==> config.mk <==
export PLATFORM = sky130hd
export DESIGN_NAME = bcd_serial_addsub
export DESIGN_NICKNAME = d
export VERILOG_FILES = /design/src/rtl/bcd_serial_addsub.sv
export SDC_FILE = /design/constraint.sdc
export NUM_CORES = 1
export LEC_CHECK = 0
export CAP_MARGIN = 15
export CORE_UTILIZATION = 53
export DETAILED_ROUTE_END_ITERATION = 6
export GPL_ROUTABILITY_DRIVEN = 0
export PLACE_DENSITY = 0.8
export SLEW_MARGIN = 20
export SYNTH_ARGS = -nofsm -noshare
export SYNTH_HDL_FRONTEND = slang
export SYNTH_SLANG_ARGS = --single-unit
==> constraint.sdc <==
create_clock -name clk -period 6.8 [get_ports clk]
set_input_delay 1.36 -clock clk [delete_from_list [all_inputs] [get_ports clk]]
set_output_delay 1.36 -clock clk [all_outputs]
set_load 0.01 [all_outputs]
==> src/rtl/bcd_serial_addsub.sv <==
// rtl/bcd_serial_addsub.sv - digit-serial packed-BCD adder/subtractor, one digit per clock
// Optional operand digit check: define BCD_ADDSUB_DIGIT_CHECK_EN.
module bcd_serial_addsub #(
  parameter int DIGITS = 8
) (
  input  logic                  clk,
  input  logic                  rst,
  input  logic                  start,
  input  logic                  mode,
  input  logic [4*DIGITS-1:0]   A,
  input  logic [4*DIGITS-1:0]   B,
  output logic                  busy,
  output logic                  done,
  output logic [4*DIGITS-1:0]   S,
  output logic                  Cout,
  output logic                  neg,
  output logic                  err
);

  localparam int W  = 4 * DIGITS;
  localparam int CW = (DIGITS > 1) ? $clog2(DIGITS) : 1;
  localparam logic [CW-1:0] LAST_CNT = CW'(DIGITS - 1);

  typedef enum logic [1:0] {
    ST_IDLE,
    ST_PASS1,
    ST_PASS2,
    ST_DONE
  } state_t;

  state_t          r_state;
  state_t          w_next;

  logic [W-1:0]    r_a;
  logic [W-1:0]    r_b;
  logic [W-1:0]    r_work;
  logic            r_mode;
  logic            r_carry;
  logic            r_c1;
  logic            r_neg;
  logic [CW-1:0]   r_cnt;

  logic [3:0]      w_x;
  logic [3:0]      w_y;
  logic [4:0]      w_sum;
  logic            w_dc;
  logic [3:0]      w_digit;
  logic            w_last;
  logic            w_force_zero;

  // Shared digit adder: PASS1 adds A and B (or 9's complement of B), PASS2 complements the result.
  always_comb begin
    w_x = r_a[3:0];
    w_y = r_mode ? (4'd9 - r_b[3:0]) : r_b[3:0];
    if (r_state == ST_PASS2) begin
      w_x = 4'd9 - r_work[3:0];
      w_y = 4'd0;
    end
  end

  assign w_sum   = {1'b0, w_x} + {1'b0, w_y} + {4'd0, r_carry};
  assign w_dc    = (w_sum > 5'd9);
  assign w_digit = w_dc ? (w_sum[3:0] + 4'd6) : w_sum[3:0];
  assign w_last  = (r_cnt == LAST_CNT);

  always_ff @(posedge clk or posedge rst) begin
    if (rst) r_state <= ST_IDLE;
    else     r_state <= w_next;
  end

  always_comb begin
    w_next = r_state;
    case (r_state)
      ST_IDLE:  if (start) w_next = ST_PASS1;
      ST_PASS1: if (w_last) w_next = (r_mode && !w_dc) ? ST_PASS2 : ST_DONE;
      ST_PASS2: if (w_last) w_next = ST_DONE;
      ST_DONE:  w_next = ST_IDLE;
      default:  w_next = ST_IDLE;
    endcase
  end

  always_ff @(posedge clk or posedge rst) begin
    if (rst) begin
      r_a     <= '0;
      r_b     <= '0;
      r_work  <= '0;
      r_mode  <= 1'b0;
      r_carry <= 1'b0;
      r_c1    <= 1'b0;
      r_neg   <= 1'b0;
      r_cnt   <= '0;
      busy    <= 1'b0;
      done    <= 1'b0;
      S       <= '0;
      Cout    <= 1'b0;
      neg     <= 1'b0;
    end else begin
      done <= 1'b0;
      case (r_state)
        ST_IDLE: begin
          if (start) begin
            r_a     <= A;
            r_b     <= B;
            r_mode  <= mode;
            r_carry <= mode;
            r_cnt   <= '0;
            r_work  <= '0;
            r_neg   <= 1'b0;
            r_c1    <= 1'b0;
            busy    <= 1'b1;
          end
        end
        ST_PASS1: begin
          r_work  <= {w_digit, r_work[W-1:4]};
          r_a     <= {4'd0, r_a[W-1:4]};
          r_b     <= {4'd0, r_b[W-1:4]};
          r_carry <= w_dc;
          r_cnt   <= w_last ? '0 : r_cnt + 1'b1;
          if (w_last) begin
            r_c1 <= w_dc;
            // A borrow out of a subtraction means A<B: second pass starts with carry-in 1.
            if (r_mode && !w_dc) begin
              r_neg   <= 1'b1;
              r_carry <= 1'b1;
            end
          end
        end
        ST_PASS2: begin
          r_work  <= {w_digit, r_work[W-1:4]};
          r_carry <= w_dc;
          r_cnt   <= w_last ? '0 : r_cnt + 1'b1;
        end
        ST_DONE: begin
          done <= 1'b1;
          busy <= 1'b0;
          S    <= w_force_zero ? '0 : r_work;
          Cout <= r_c1;
          neg  <= r_neg;
        end
        default: ;
      endcase
    end
  end

`ifdef BCD_ADDSUB_DIGIT_CHECK_EN
  logic r_bad;

  always_ff @(posedge clk or posedge rst) begin
    if (rst) begin
      r_bad <= 1'b0;
      err   <= 1'b0;
    end else begin
      if (r_state == ST_IDLE && start)
        r_bad <= 1'b0;
      else if (r_state == ST_PASS1 && (r_a[3:0] > 4'd9 || r_b[3:0] > 4'd9))
        r_bad <= 1'b1;
      if (r_state == ST_DONE)
        err <= r_bad;
    end
  end

  assign w_force_zero = r_bad;
`else
  assign err          = 1'b0;
  assign w_force_zero = 1'b0;
`endif

endmodule
* After elaboration in Yosys (flattened, before gate mapping)
Index checks and enable logic that the tools add are counted.
** Word-level totals
- Output and inout port bits :: 37
- Memories kept :: 0
- ROM bits :: 0
- Memory bits (writable) :: 0
- Input port bits :: 68
- Register bits :: 141
- Latch bits :: 0
- Logic and storage cells :: 76
** Operators by class
- Equality and inequality tests :: 8
- Bitwise gates (word level) :: 0
- $mul :: 0
- Multiplexer cells :: 31
- $lt $le $gt $ge :: 1
- Shifts and indexed selects :: 0
- Reduce and logical (&&, ||, !) cells :: 16
- Divide/modulo/power cells :: 0
- $add $sub $neg :: 6
** Operators with widths (number)
- case mux 32 bit (2 select lines) :: 3
- 2-to-1 mux 32 bit :: 3
- 2-to-1 mux 4 bit :: 4
- 2-to-1 mux 1 bit :: 10
- AND reduction 2 bit :: 5
- inequality test 2 bit, second input constant :: 4
- case mux 2 bit (4 select lines) :: 1
- subtractor 4 bit, first input constant :: 2
- 2-to-1 mux 2 bit :: 3
- 2-to-1 mux 3 bit :: 2
- case mux 1 bit (2 select lines) :: 3
- case mux 3 bit (2 select lines) :: 1
- AND reduction 3 bit :: 2
- nonzero test 2 bit :: 3
- adder 4 x 4 -> 5 bit :: 1
- adder 5 x 1 -> 5 bit :: 1
- greater-than comparator 5 x 4 -> 1 bit, second input constant :: 1
- adder 4 x 3 -> 4 bit, second input constant :: 1
- equality test 2 bit, second input constant :: 2
- AND reduction 4 bit :: 1
- adder 3 x 1 -> 3 bit, second input constant :: 1
- equality test 3 bit, second input constant :: 1
- case mux 1 bit (3 select lines) :: 1
- nonzero test 3 bit :: 1
- 5 further kinds :: 5

* Longest topological paths before layout
- Depth after elaboration :: 11
- Depth in mapped cells :: 13
- Depth with buffers taken out :: 12

* Worst setup path after synthesis
No wires, ideal clock.
- Path kind :: register to register
- From :: reg r_state[0]
- To :: reg r_work[30]
- Cell stages (with the launch flop) :: 14
- Path buffers :: 1
- Arrival time :: 3037 ps
- Setup time :: 126 ps
- Data required time :: 6674 ps
- Setup slack :: 3637 ps
- Path through :: dfrtp_1 inv_1 ha_1 clkbuf_1 mux2i_1 fa_1 inv_1 fa_1 xnor2_1 ha_1 a22oi_4 nand3_2 mux2i_1 a221o_1
** Between the ends
- Longest elaborated chain between the ends :: 7
- Elaborated cells between the ends (all ways) :: 15
- Those cells by class :: add/sub (3); order compare (1); eq/ne (3); mux (4); reduce/logical (4)
** Ends and longest elaborated chain
- start, declared :: RTL line 31 : state_t r_state;
- start signal, assigned :: RTL line 68 : else r_state <= w_next;
- equality test 2 bit :: RTL line 55, 99
- 2-to-1 mux 4 bit :: RTL line 55 : if (r_state == ST_PASS2) begin
- adder 4 x 4 -> 5 bit :: RTL line 61 : assign w_sum = {1'b0, w_x} + {1'b0, w_y} + {4'd0, r_carry};
- adder 5 x 1 -> 5 bit :: RTL line 61
- adder 4 x 3 -> 4 bit or greater-than comparator 5 x 4 -> 1 bit (tied branches) :: RTL line 63, 62
- 2-to-1 mux 4 bit :: RTL line 63 : assign w_digit = w_dc ? (w_sum[3:0] + 4'd6) : w_sum[3:0];
- case mux 32 bit (2 select lines) :: RTL line 99 : case (r_state)
- end signal, assigned :: RTL line 114 : r_work <= {w_digit, r_work[W-1:4]};
- end signal, assigned :: RTL line 129 : r_work <= {w_digit, r_work[W-1:4]};
- end, declared :: RTL line 36 : logic [W-1:0] r_work;
Parallel ways exist; a longest one is shown, timed or not.
A chain may end at the register's enable or synchronous reset.

* Worst setup path in the final report
- From :: reg r_state[0]
- To :: reg r_work[29]
The elaborated chain is that of the path after synthesis.

==> reports/metrics.cfg <==
[status]
status = finished, final reports clean

[die]
initial_core_util_pct = 54.6
dieArea_um2 = 12200
core_area_um2 = 11500
rows = 39
die_w_um = 111
die_y_um = 111
io_pins = 105

[global_routing]
grt_pass1_wl_um = 22100
overflow = 0
grtUsageTotal_pct = 22.9
grt_start_max_net_pins = 79
antenna_found_initial = 0
grt_pass1_vias = 4457

[clock_tree]
clkSlewWorstSetupHoldPaths_ps = 60
cts_sinks = 141
post_cts_buffers = 0
max-clock-path-buffers = 2
clockRootBuffer = clkbuf_16
cts_hold_buf = 0
clk_latency_ps = 410
cts_tree = built
h-tree-depth = 4
ctsResizeCount = 0
cts_buffers = 17

[finish]
fillCellCount = 812
nets = 703
areaGrowthSynthToFinish_pct = 26.7
antennaDiodeCount = 0
drive_gt1_share_pct = 14.1

[setup_path]
path_class = reg -> reg
crit_chain = inv_1 > ha_1 > mux2i_1 > fa_1 > inv_1 > fa_1 > xnor2_1 > ha_1 > a22oi_4 > a31oi_4 > xnor2_1 > o21ai_2
end_kind = flip-flop
required_ps = 7100
crit_slowest_cell = dfrtp_1
max_stage_delay_ps = 460
arrival_ps = 3880
cp-start-kind = flip-flop
cp_max_fo = 11

[drt]
ant_nets = 0
via_per_inst = 5.60
wl_per_cell_um = 17.0
firstDrtPassIters = 4
vias = 4343
drtIter0Drc = 248
wirelength_um = 13200
drc = 0

[synthesis]
yosys.area.top_type = dfrtp_1
yosys_warnings = 0
synth_top_area_share_pct = 56.4
synth_cell_types = 43
ys_top_cells_by_area = dfrtp_1 56%, mux2i_1 9.6%, mux2_2 7.0%, o21ai_0 4.8%, a22o_1 4.5%
synthesis.nets = 612
syn_area_um2 = 6260
async_flop_share_pct = 100
synthCells = 530
synthFlopType = dfrtp_1
synth-edff-count = 0
avgSynthCellArea_um2 = 11.8
yosys_register_bits = 141
yosysMostFrequentCell = dfrtp_1
synth_common_cells = 141 x dfrtp_1, 69 x nand2_1, 60 x mux2i_1, 60 x o21ai_0, 39 x mux2_2
yosysSeqAreaShare_pct = 56.4

[timing]
maxSlewHeadroom_pct = 27.5
finalCritPeriodShare_pct = 52.7
finalClockSkew_ps = 5.90
setup_viol = 0
final.setup.tns_ps = 0
hold_viol = 0
fin_crit_ps = 3580
worstMarginPinSlew_ps = 1090
slew_violations = 0
rsz0062_at_grt = false
fmax_ghz = 0.279

[pwr]
static-leakage-power_nw = 3.59
power_w = 0.00458
powerDensity_nw_per_um2 = 577
ir_worst_vdd_v = 0.000346

[flow_run]
maxCapViolCount = 0

[min_path]
hold_path_class = reg -> reg

[place]
portBuffers = 103
place_hpwl_um = 8910

[power breakdown]
group	leakage [nW]	internal (W)	total [W]	switching, W
clock network	0.277	0.000530	0.000871	0.000340
logic	1.50	0.00103	0.00223	0.00119
registers	1.81	0.00123	0.00148	0.000251
total	3.59	0.00279	0.00458	0.00179
[worst paths after layout]
path,cells after the start,to,from,slack (ps)
worst min register to register,2,r_a[5],r_a[5],480
max in group asynchronous,3,r_b[1],rst,4050
worst max-delay path,12,r_work[29],r_state[0],3220
min in group asynchronous,2,S[6],rst,1380
worst min-delay path,2,r_a[5],r_a[5],480
worst max register to register,12,r_work[29],r_state[0],3220
[critical path: cells and delay by family (launching register included)]
kind / cells / cell delay [ps]
AOI/OAI and AO/OA: 3 / 480
muxes: 1 / 350
adders and majority gates: 4 / 1380
xor gates and xnor gates: 2 / 580
buffers and inverters: 2 / 200
DFF: 1 / 460
[cells in the final DEF, fill, tap and decap left out, drive strengths merged, types with 4 or more instances in the layout]
cell             n
clkbuf          17
buf              4
mux2            39
nor2            12
clkdlybuf4s50  103
clkinv          10
nand2           69
inv             13
nand2b           4
mux2i           60
a22o            32
dfrtp          141
a21oi            8
a22oi            6
ha              12
o21ai           69
[final cells by class]
type                    count  area (um^2)  area share (%)
clock buffers              17          425            5.37
clock inverters            14          129            1.63
inverters                  13         53.8           0.679
multi-input cells         341         2550            32.2
flip-flops and latches    141         3530            44.5
well taps                 143          179            2.26
repair buffers            107         1060            13.4
[stage by stage]
stage               setup WS, ps  instance area, um^2  hold WS, ps  util (%)  std cells
floorplan                   1660                 6260          446         -        530
global placement            2940                 7370          460      64.3        745
detailed placement          2860                 7370          469      64.3        745
CTS                         3230                 7930          483      69.1        776
global route                3010                 7930          502      69.1        776
finish                      3220                 7930          477      69.1        776
[flip-flops by register name, summed over array words and instances (netlist names)]
register and count:
r_a 32, r_cnt 3, r_mode 1, Cout 1
S 32, r_b 32, busy 1, r_carry 1
neg 1, r_neg 1, r_c1 1, r_work 32
r_state 2, done 1
[layer usage]
metal  share of wire, %  track usage [%]  vias up
met5                  0                0        -
met3                5.2             5.74       18
met1                 42             28.7     2148
met4                1.9             8.44        0
met2                 51             38.6      132
li1                   -                -     2045
[cell families (layout without fill, tap and decap cells)]
group	count (synthesis)	after routing	share of synthesized area, %
compound gates	128	128	13.6
xor+xnor	5	5	0.700
fa+ha+maj	14	14	3.04
buf+inv	48	151	3.24
flops	141	141	56.4
mux	99	99	16.6
other cells	1	1	0.0599
simple gates	94	94	6.36
Power figures use the tool's default switching activity.
